**config.mk**
```make
export PLATFORM = sky130hd
export DESIGN_NAME = lsu_mem_ctrl
export DESIGN_NICKNAME = d
export VERILOG_FILES = /design/src/rtl/lsu_mem_ctrl.sv
export SDC_FILE = /design/constraint.sdc
export NUM_CORES = 1
export LEC_CHECK = 0
export CAP_MARGIN = 40
export CORE_ASPECT_RATIO = 0.75
export CORE_UTILIZATION = 43
export CTS_CLUSTER_DIAMETER = 60
export DETAILED_ROUTE_END_ITERATION = 7
export HOLD_SLACK_MARGIN = 0.02
export PLACE_DENSITY = 0.74
export SETUP_SLACK_MARGIN = 0.5
export SLEW_MARGIN = 20
export SYNTH_ARGS = -nofsm -noshare
export SYNTH_HDL_FRONTEND = slang
export SYNTH_SLANG_ARGS = --single-unit
```
**constraint.sdc**
```tcl
create_clock -name clk -period 2 [get_ports clk]
set_input_delay 0.3 -clock clk [delete_from_list [all_inputs] [get_ports clk]]
set_output_delay 0.3 -clock clk [all_outputs]
set_load 0.02 [all_outputs]
```
**src/rtl/lsu_mem_ctrl.sv**
```systemverilog
// Load/store unit between the MEM stage and a word-wide data memory.
// Sub-word stores are performed as read-modify-write of the containing word.
module lsu_mem_ctrl #(
  parameter int ADDR_W = 9,
  parameter int DATA_W = 32
) (
  input  logic              clk,
  input  logic              rst_n,
  input  logic              req_valid,
  output logic              req_ready,
  input  logic              req_we,
  input  logic [2:0]        req_funct3,
  input  logic [ADDR_W-1:0] req_addr,
  input  logic [DATA_W-1:0] req_wdata,
  output logic              resp_valid,
  output logic [DATA_W-1:0] resp_rdata,
  output logic              resp_err,
  output logic              mem_re,
  output logic              mem_we,
  output logic [ADDR_W-1:0] mem_addr,
  output logic [DATA_W-1:0] mem_wdata,
  input  logic [DATA_W-1:0] mem_rdata
);

  typedef enum logic [2:0] {IDLE, RD_ISSUE, RD_WAIT, WR, DONE} state_t;

  state_t      state;
  logic        we_q;
  logic [2:0]  funct3_q;
  logic [1:0]  addr_q;
  logic [15:0] wdata_q;

  logic              req_err;
  logic [7:0]        byte_sel;
  logic [15:0]       half_sel;
  logic [DATA_W-1:0] load_data;
  logic [DATA_W-1:0] merged;

  assign req_ready  = (state == IDLE);
  assign resp_valid = (state == DONE);
  assign mem_re     = (state == RD_ISSUE);
  assign mem_we     = (state == WR);

  // Misaligned or unsupported accesses never reach the memory.
  always_comb begin
    req_err = 1'b0;
    case (req_funct3)
      3'b000:  req_err = 1'b0;
      3'b001:  req_err = req_addr[0];
      3'b010:  req_err = |req_addr[1:0];
      3'b100:  req_err = req_we;
      3'b101:  req_err = req_we | req_addr[0];
      default: req_err = 1'b1;
    endcase
  end

  always_comb begin
    byte_sel  = mem_rdata[{addr_q, 3'b000} +: 8];
    half_sel  = addr_q[1] ? mem_rdata[31:16] : mem_rdata[15:0];
    load_data = mem_rdata;
    case (funct3_q)
      3'b000:  load_data = {{(DATA_W-8){byte_sel[7]}}, byte_sel};
      3'b001:  load_data = {{(DATA_W-16){half_sel[15]}}, half_sel};
      3'b100:  load_data = {{(DATA_W-8){1'b0}}, byte_sel};
      3'b101:  load_data = {{(DATA_W-16){1'b0}}, half_sel};
      default: load_data = mem_rdata;
    endcase
  end

  // Only the addressed lane is replaced; the rest keeps what memory returned.
  always_comb begin
    merged = mem_rdata;
    if (funct3_q[1:0] == 2'b00)
      merged[{addr_q, 3'b000} +: 8] = wdata_q[7:0];
    else
      merged[{addr_q[1], 4'b0000} +: 16] = wdata_q;
  end

  always_ff @(posedge clk or negedge rst_n) begin
    if (!rst_n) begin
      state      <= IDLE;
      we_q       <= 1'b0;
      funct3_q   <= 3'b000;
      addr_q     <= 2'b00;
      wdata_q    <= '0;
      resp_rdata <= '0;
      resp_err   <= 1'b0;
      mem_addr   <= '0;
      mem_wdata  <= '0;
    end else begin
      case (state)
        IDLE: begin
          if (req_valid) begin
            we_q     <= req_we;
            funct3_q <= req_funct3;
            addr_q   <= req_addr[1:0];
            wdata_q  <= req_wdata[15:0];
            if (req_err) begin
              resp_err   <= 1'b1;
              resp_rdata <= '0;
              state      <= DONE;
            end else begin
              mem_addr <= {req_addr[ADDR_W-1:2], 2'b00};
              if (req_we && req_funct3 == 3'b010) begin
                mem_wdata <= req_wdata;
                state     <= WR;
              end else begin
                state <= RD_ISSUE;
              end
            end
          end
        end
        RD_ISSUE: state <= RD_WAIT;
        RD_WAIT: begin
          if (we_q) begin
            mem_wdata <= merged;
            state     <= WR;
          end else begin
            resp_rdata <= load_data;
            resp_err   <= 1'b0;
            state      <= DONE;
          end
        end
        WR: begin
          resp_rdata <= '0;
          resp_err   <= 1'b0;
          state      <= DONE;
        end
        DONE:    state <= IDLE;
        default: state <= IDLE;
      endcase
    end
  end

endmodule

```
# == After elaboration in Yosys (flattened, before gate mapping) ==
# Cells that the tools add are included.
# op_classes
addsub,2
n_eq_ne,17
shift,5
mux,24
bitwise,2
reduce_logical,12
# ops
operator,count
$mux W32,8
$pmux W32 S4,1
$pmux W32 S3,1
$bwmux W32,2
$pmux W32 S2,1
$shift A16 B7 Y32 const A,1
$shift A8 B7 Y32 const A,1
$shiftx A16 B7 Y32,1
$shiftx A32 B6 Y8,1
$shiftx A8 B7 Y32,1
$mux W16,1
$eq A3 B3 Y1 const B,5
$neg A5 Y7,2
$pmux W3 S4,1
$eq A3 B1 Y1 const B,3
$eq A3 B2 Y1 const B,3
$logic_not A3 Y1,3
$mux W3,3
$ne A2 B2 Y1 const B,4
$pmux W1 S5,1
$reduce_and A5 Y1,1
$ne A2 B1 Y1 const B,2
$reduce_and A4 Y1,1
$mux W1,3
other kinds (11),11
# totals
register_bits,97
out_inout_bits,78

# == Longest topological paths before layout ==
# logic_depth
ltp_word,6
ltp_mapped,8
mapped_depth_nobuf,6

# == Least setup slack after synthesis ==
# OpenSTA, ideal clock, no wires.
# synth_timing
path_type,reg2reg
startpoint,register addr_q[1]
endpoint,register mem_wdata[0]
setup_time_ns,0.095
arrival_time_ns,2.092
path_slack_ns,-0.187
path_stages_with_launch,8
n_path_buf,1
period_less_slack_ns,2.187
cell_sequence,dfrtp_1 > clkbuf_1 > clkinv_1 > ha_1 > nand3b_1 > o22ai_1 > a221oi_1 > o31ai_1
# synth_between
elab_chain_cells,6
elab_cells_between_ends,11
cone_classes,2 x add/sub; 4 x shift; 5 x mux
# synth_lines
item,line_no,source
"start, declared",30,logic [1:0] addr_q;
"start signal, assigned",96,addr_q <= req_addr[1:0];
"$neg A5 Y7, on equally long branches","76, 74",
"$shiftx A16 B7 Y32, or another cell as far along",76,"merged[{addr_q[1], 4'b0000} +: 16] = wdata_q;"
"$bwmux W32, on equally long branches","76, 74",
$mux W32 (*),73,if (funct3_q[1:0] == 2'b00)
$mux W32 (*),115,if (we_q) begin
$pmux W32 S2 (*),91,case (state)
"end signal, assigned",105,mem_wdata <= req_wdata;
"end signal, assigned",116,mem_wdata <= merged;
"end, declared",21,"output logic [DATA_W-1:0] mem_wdata,"
# Mark *: on every way between the ends. The rest lies on a longest branch, timed or not. The select of a mux whose other input is x is not followed.
# A chain may end at the register's enable or synchronous reset.

# == Worst setup path in the final report ==
# layout_timing
startpoint,register addr_q[1]
endpoint,register resp_rdata[16]
# layout_between
elab_chain_cells,4
elab_cells_between_ends,5
cone_classes,1 x shift; 4 x mux
# layout_lines
item,line_no,source
$shiftx A32 B6 Y8 / $mux W16 (equally long branches),"58, 59",
$pmux W32 S4 (*),61,case (funct3_q)
$mux W32 (*),115,
$pmux W32 S3 (*),91,
"end signal, assigned",119,resp_rdata <= load_data;
"end, declared",16,"output logic [DATA_W-1:0] resp_rdata,"
# Marks and branches as above.

==> impl_metrics.tcl <==
set metrics [dict create \
    grt_pass1_wl_microns 33000 \
    antenna_found_initial 0 \
    switchingPower_uw 7030 \
    fillers 662 \
    crit_required_ps 2230 \
    htreeDepth 3 \
    num_antenna_cells 0 \
    grt_usage_pct 34.9 \
    clock_skew_ps 7.05 \
    cellLeakagePower_uw 0.00421 \
    insertion_delay_ps 350 \
    period_share_pct 95.7 \
    post-synth-top-count-cell "dfrtp_1" \
    cp_max_fo 16 \
    end_kind "register" \
    grt_max_degree 43 \
    area.growth.synth_to_final_pct 80.4 \
    synth_flop_cell "dfrtp_1" \
    clockBufferDepth 2 \
    die_x_microns 130 \
    hold_viol 0 \
    synth_seq_cells 97 \
    grt-ovfl-total 0 \
    wl_per_cell_microns 26.7 \
    die_h_microns 98.1 \
    rows 34 \
    ant_nets 0 \
    path_clk_slew_ps 70 \
    status "complete, no violations" \
    synthArstFlopShare_pct 100 \
    yosys.area.top_type_share_pct 45.8 \
    routed_wl_microns 24700 \
    worstSetupPathType "register to register" \
    netlist.top_cell.by_area "dfrtp_1" \
    yosysSeqAreaShare_pct 45.8 \
    drt_pre_antenna_iters 8 \
    cap_violations 0 \
    nets 845 \
    drive_gt1_share_pct 40.0 \
    period_minus_slack_ps 1910 \
    max_freq_mhz 523 \
    synth_cell_types 53 \
    synth-edff-count 0 \
    cts_tree "yes" \
    core_sq_um 11800 \
    ys_warn_count 0 \
    netlist_top_cells_count "dfrtp_1 (97), o21ai_0 (64), clkbuf_1 (34)" \
    drtIter0Drc 837 \
    arrival_ps 2150 \
    vias 6144 \
    start_util_pct 45.0 \
    cts_sinks 97 \
    p_sw_share_pct 45.4 \
    drc_errors 0 \
    gp_congestion 0.916 \
    comb_power_share_pct 63.9 \
    syn_area_per_cell_sq_um 10.2 \
    ys_top_cells_by_area "dfrtp_1 (46%), o21ai_0 (6.0%), mux2_2 (5.7%), mux2i_1 (4.9%), a221o_1 (3.2%)" \
    startpoint_type "register" \
    grt_setup_unrepaired "yes" \
    dp_hpwl_microns 13500 \
    cts_buffers 9 \
    maxSlewViolCount 0 \
    root_buffer "clkbuf_16" \
    p_int_uw 8460 \
    setup_viol 0 \
    p_per_area_nw_per_um2 1620 \
    netlist_area_sq_um 5300 \
    io_buffers 155 \
    power_frac_clock_pct 11.7 \
    power_frac_seq_pct 24.4 \
    peakVddDrop_v 0.00117 \
    ioPinCount 158 \
    finalPower_uw 15500 \
    grt_pass1_vias 5723 \
    layout_setup_ws_ps 86.9 \
    preCtsSetupSlack_ps -340 \
    hp-class "input port to register" \
    syn_inst 518 \
    via_per_inst 6.63 \
    die_area_sq_um 12800 \
    fin_util_pct 81.2 \
]
kinds of logic (layout without fill, tap and decap cells):
family                   after synthesis  after routing  share of synthesized area [%]
adder cells (fa/ha/maj)                5              5                           1.18
multiplexers                          53             53                           10.6
AND/OR/NAND/NOR                      102            103                           10.6
other                                  1              2                         0.0708
AO/OA/AOI/OAI                        202            202                           26.9
flip-flops                            97             97                           45.8
buffers and inverters                 58            303                           4.84
state kept, by name (all words and copies together), names as in the netlist:
register	flops
mem_wdata	32
resp_rdata	32
wdata_q	16
mem_addr	7
funct3_q	3
state	3
addr_q	2
resp_err	1
we_q	1
cell usage in the layout (no fill, tap or decap), types with 17 or more instances in the layout:
| cell type | n |
|---|---|
| nand2b_1 | 19 |
| clkdlybuf4s50_1 | 72 |
| buf_6 | 27 |
| buf_4 | 72 |
| mux2_4 | 19 |
| a21oi_1 | 21 |
| mux2i_1 | 21 |
| o21ai_1 | 27 |
| dlygate4sd2_1 | 73 |
| dfrtp_1 | 93 |
| o21ai_2 | 22 |
| a221o_1 | 17 |
| nor2_1 | 25 |
metal layers:
| metal | GRT usage [%] | wire, microns | vias to the layer above |
|---|---|---|---|
| met2 | 53.4 | 11300 | 497 |
| met5 | 0 | 0 | - |
| met3 | 7.01 | 2730 | 134 |
| met4 | 12.4 | 1400 | 0 |
| met1 | 48.9 | 9290 | 3030 |
| li1 | - | - | 2483 |
worst max-delay path, cell delays in order (launching register included):
cell and delay, ps:
dfrtp_2 460, buf_12 150, buf_16 130, mux2i_1 190, nor3_1 100, a211o_1 330, buf_12 170, a32o_1 260
layout make-up:
cell class	instances	area [sq um]	area share, %
Clock buffer	9	225	2.36
Timing Repair Buffer	280	2910	30.4
Clock inverter	7	77.6	0.811
Inverter	7	33.8	0.353
Tap cell	162	203	2.12
Multi-Input combinational cell	365	3680	38.5
Sequential cell	97	2430	25.4
what timing repair did:
item                                   4_1_cts  5_1_grt
setup endpoints to repair                  167      100
pin swaps                                   51       45
cloned                                      10        2
hold buffers                                 1        0
setup buffers                               29       26
endpoints found under the hold margin       30        0
gates resized for setup                    284       73
per-stage QoR:
stage          setup TNS, ps  instances  instance area, sq um  hold slack, ps
2_1_floorplan              0        519                  5570            4.41
3_3_place_gp           -8260        843                  7500             277
3_5_place_dp           -8960        843                  7510             285
4_1_cts                    0        899                  8960             278
5_1_grt                    0        927                  9560             321
6_report                   0        927                  9560             315
path summary, 6_finish.rpt:
path	from	to	slack [ps]	depth (start not counted)
worst max-delay path	addr_q[1]	resp_rdata[16]	90	7
worst max register to register	addr_q[1]	resp_rdata[16]	90	7
min in group asynchronous	rst_n	mem_wdata[10]	460	2
worst min register to register	resp_rdata[28]	resp_rdata[28]	490	1
max in group asynchronous	rst_n	state[1]	890	3
worst min-delay path	req_funct3[2]	funct3_q[2]	310	3
power groups by stage:
stage                     logic [uW]  registers [uW]  clock network [uW]
final                           9890            3780                1810
after global routing           10300            3850                1910
after CTS                       8250            3640                1810
after detailed placement        6740            3610                   0
after global placement          6620            3580                   0
after floorplan                 3410            4100                   0
No activity file was read; power rests on OpenSTA's default activity.
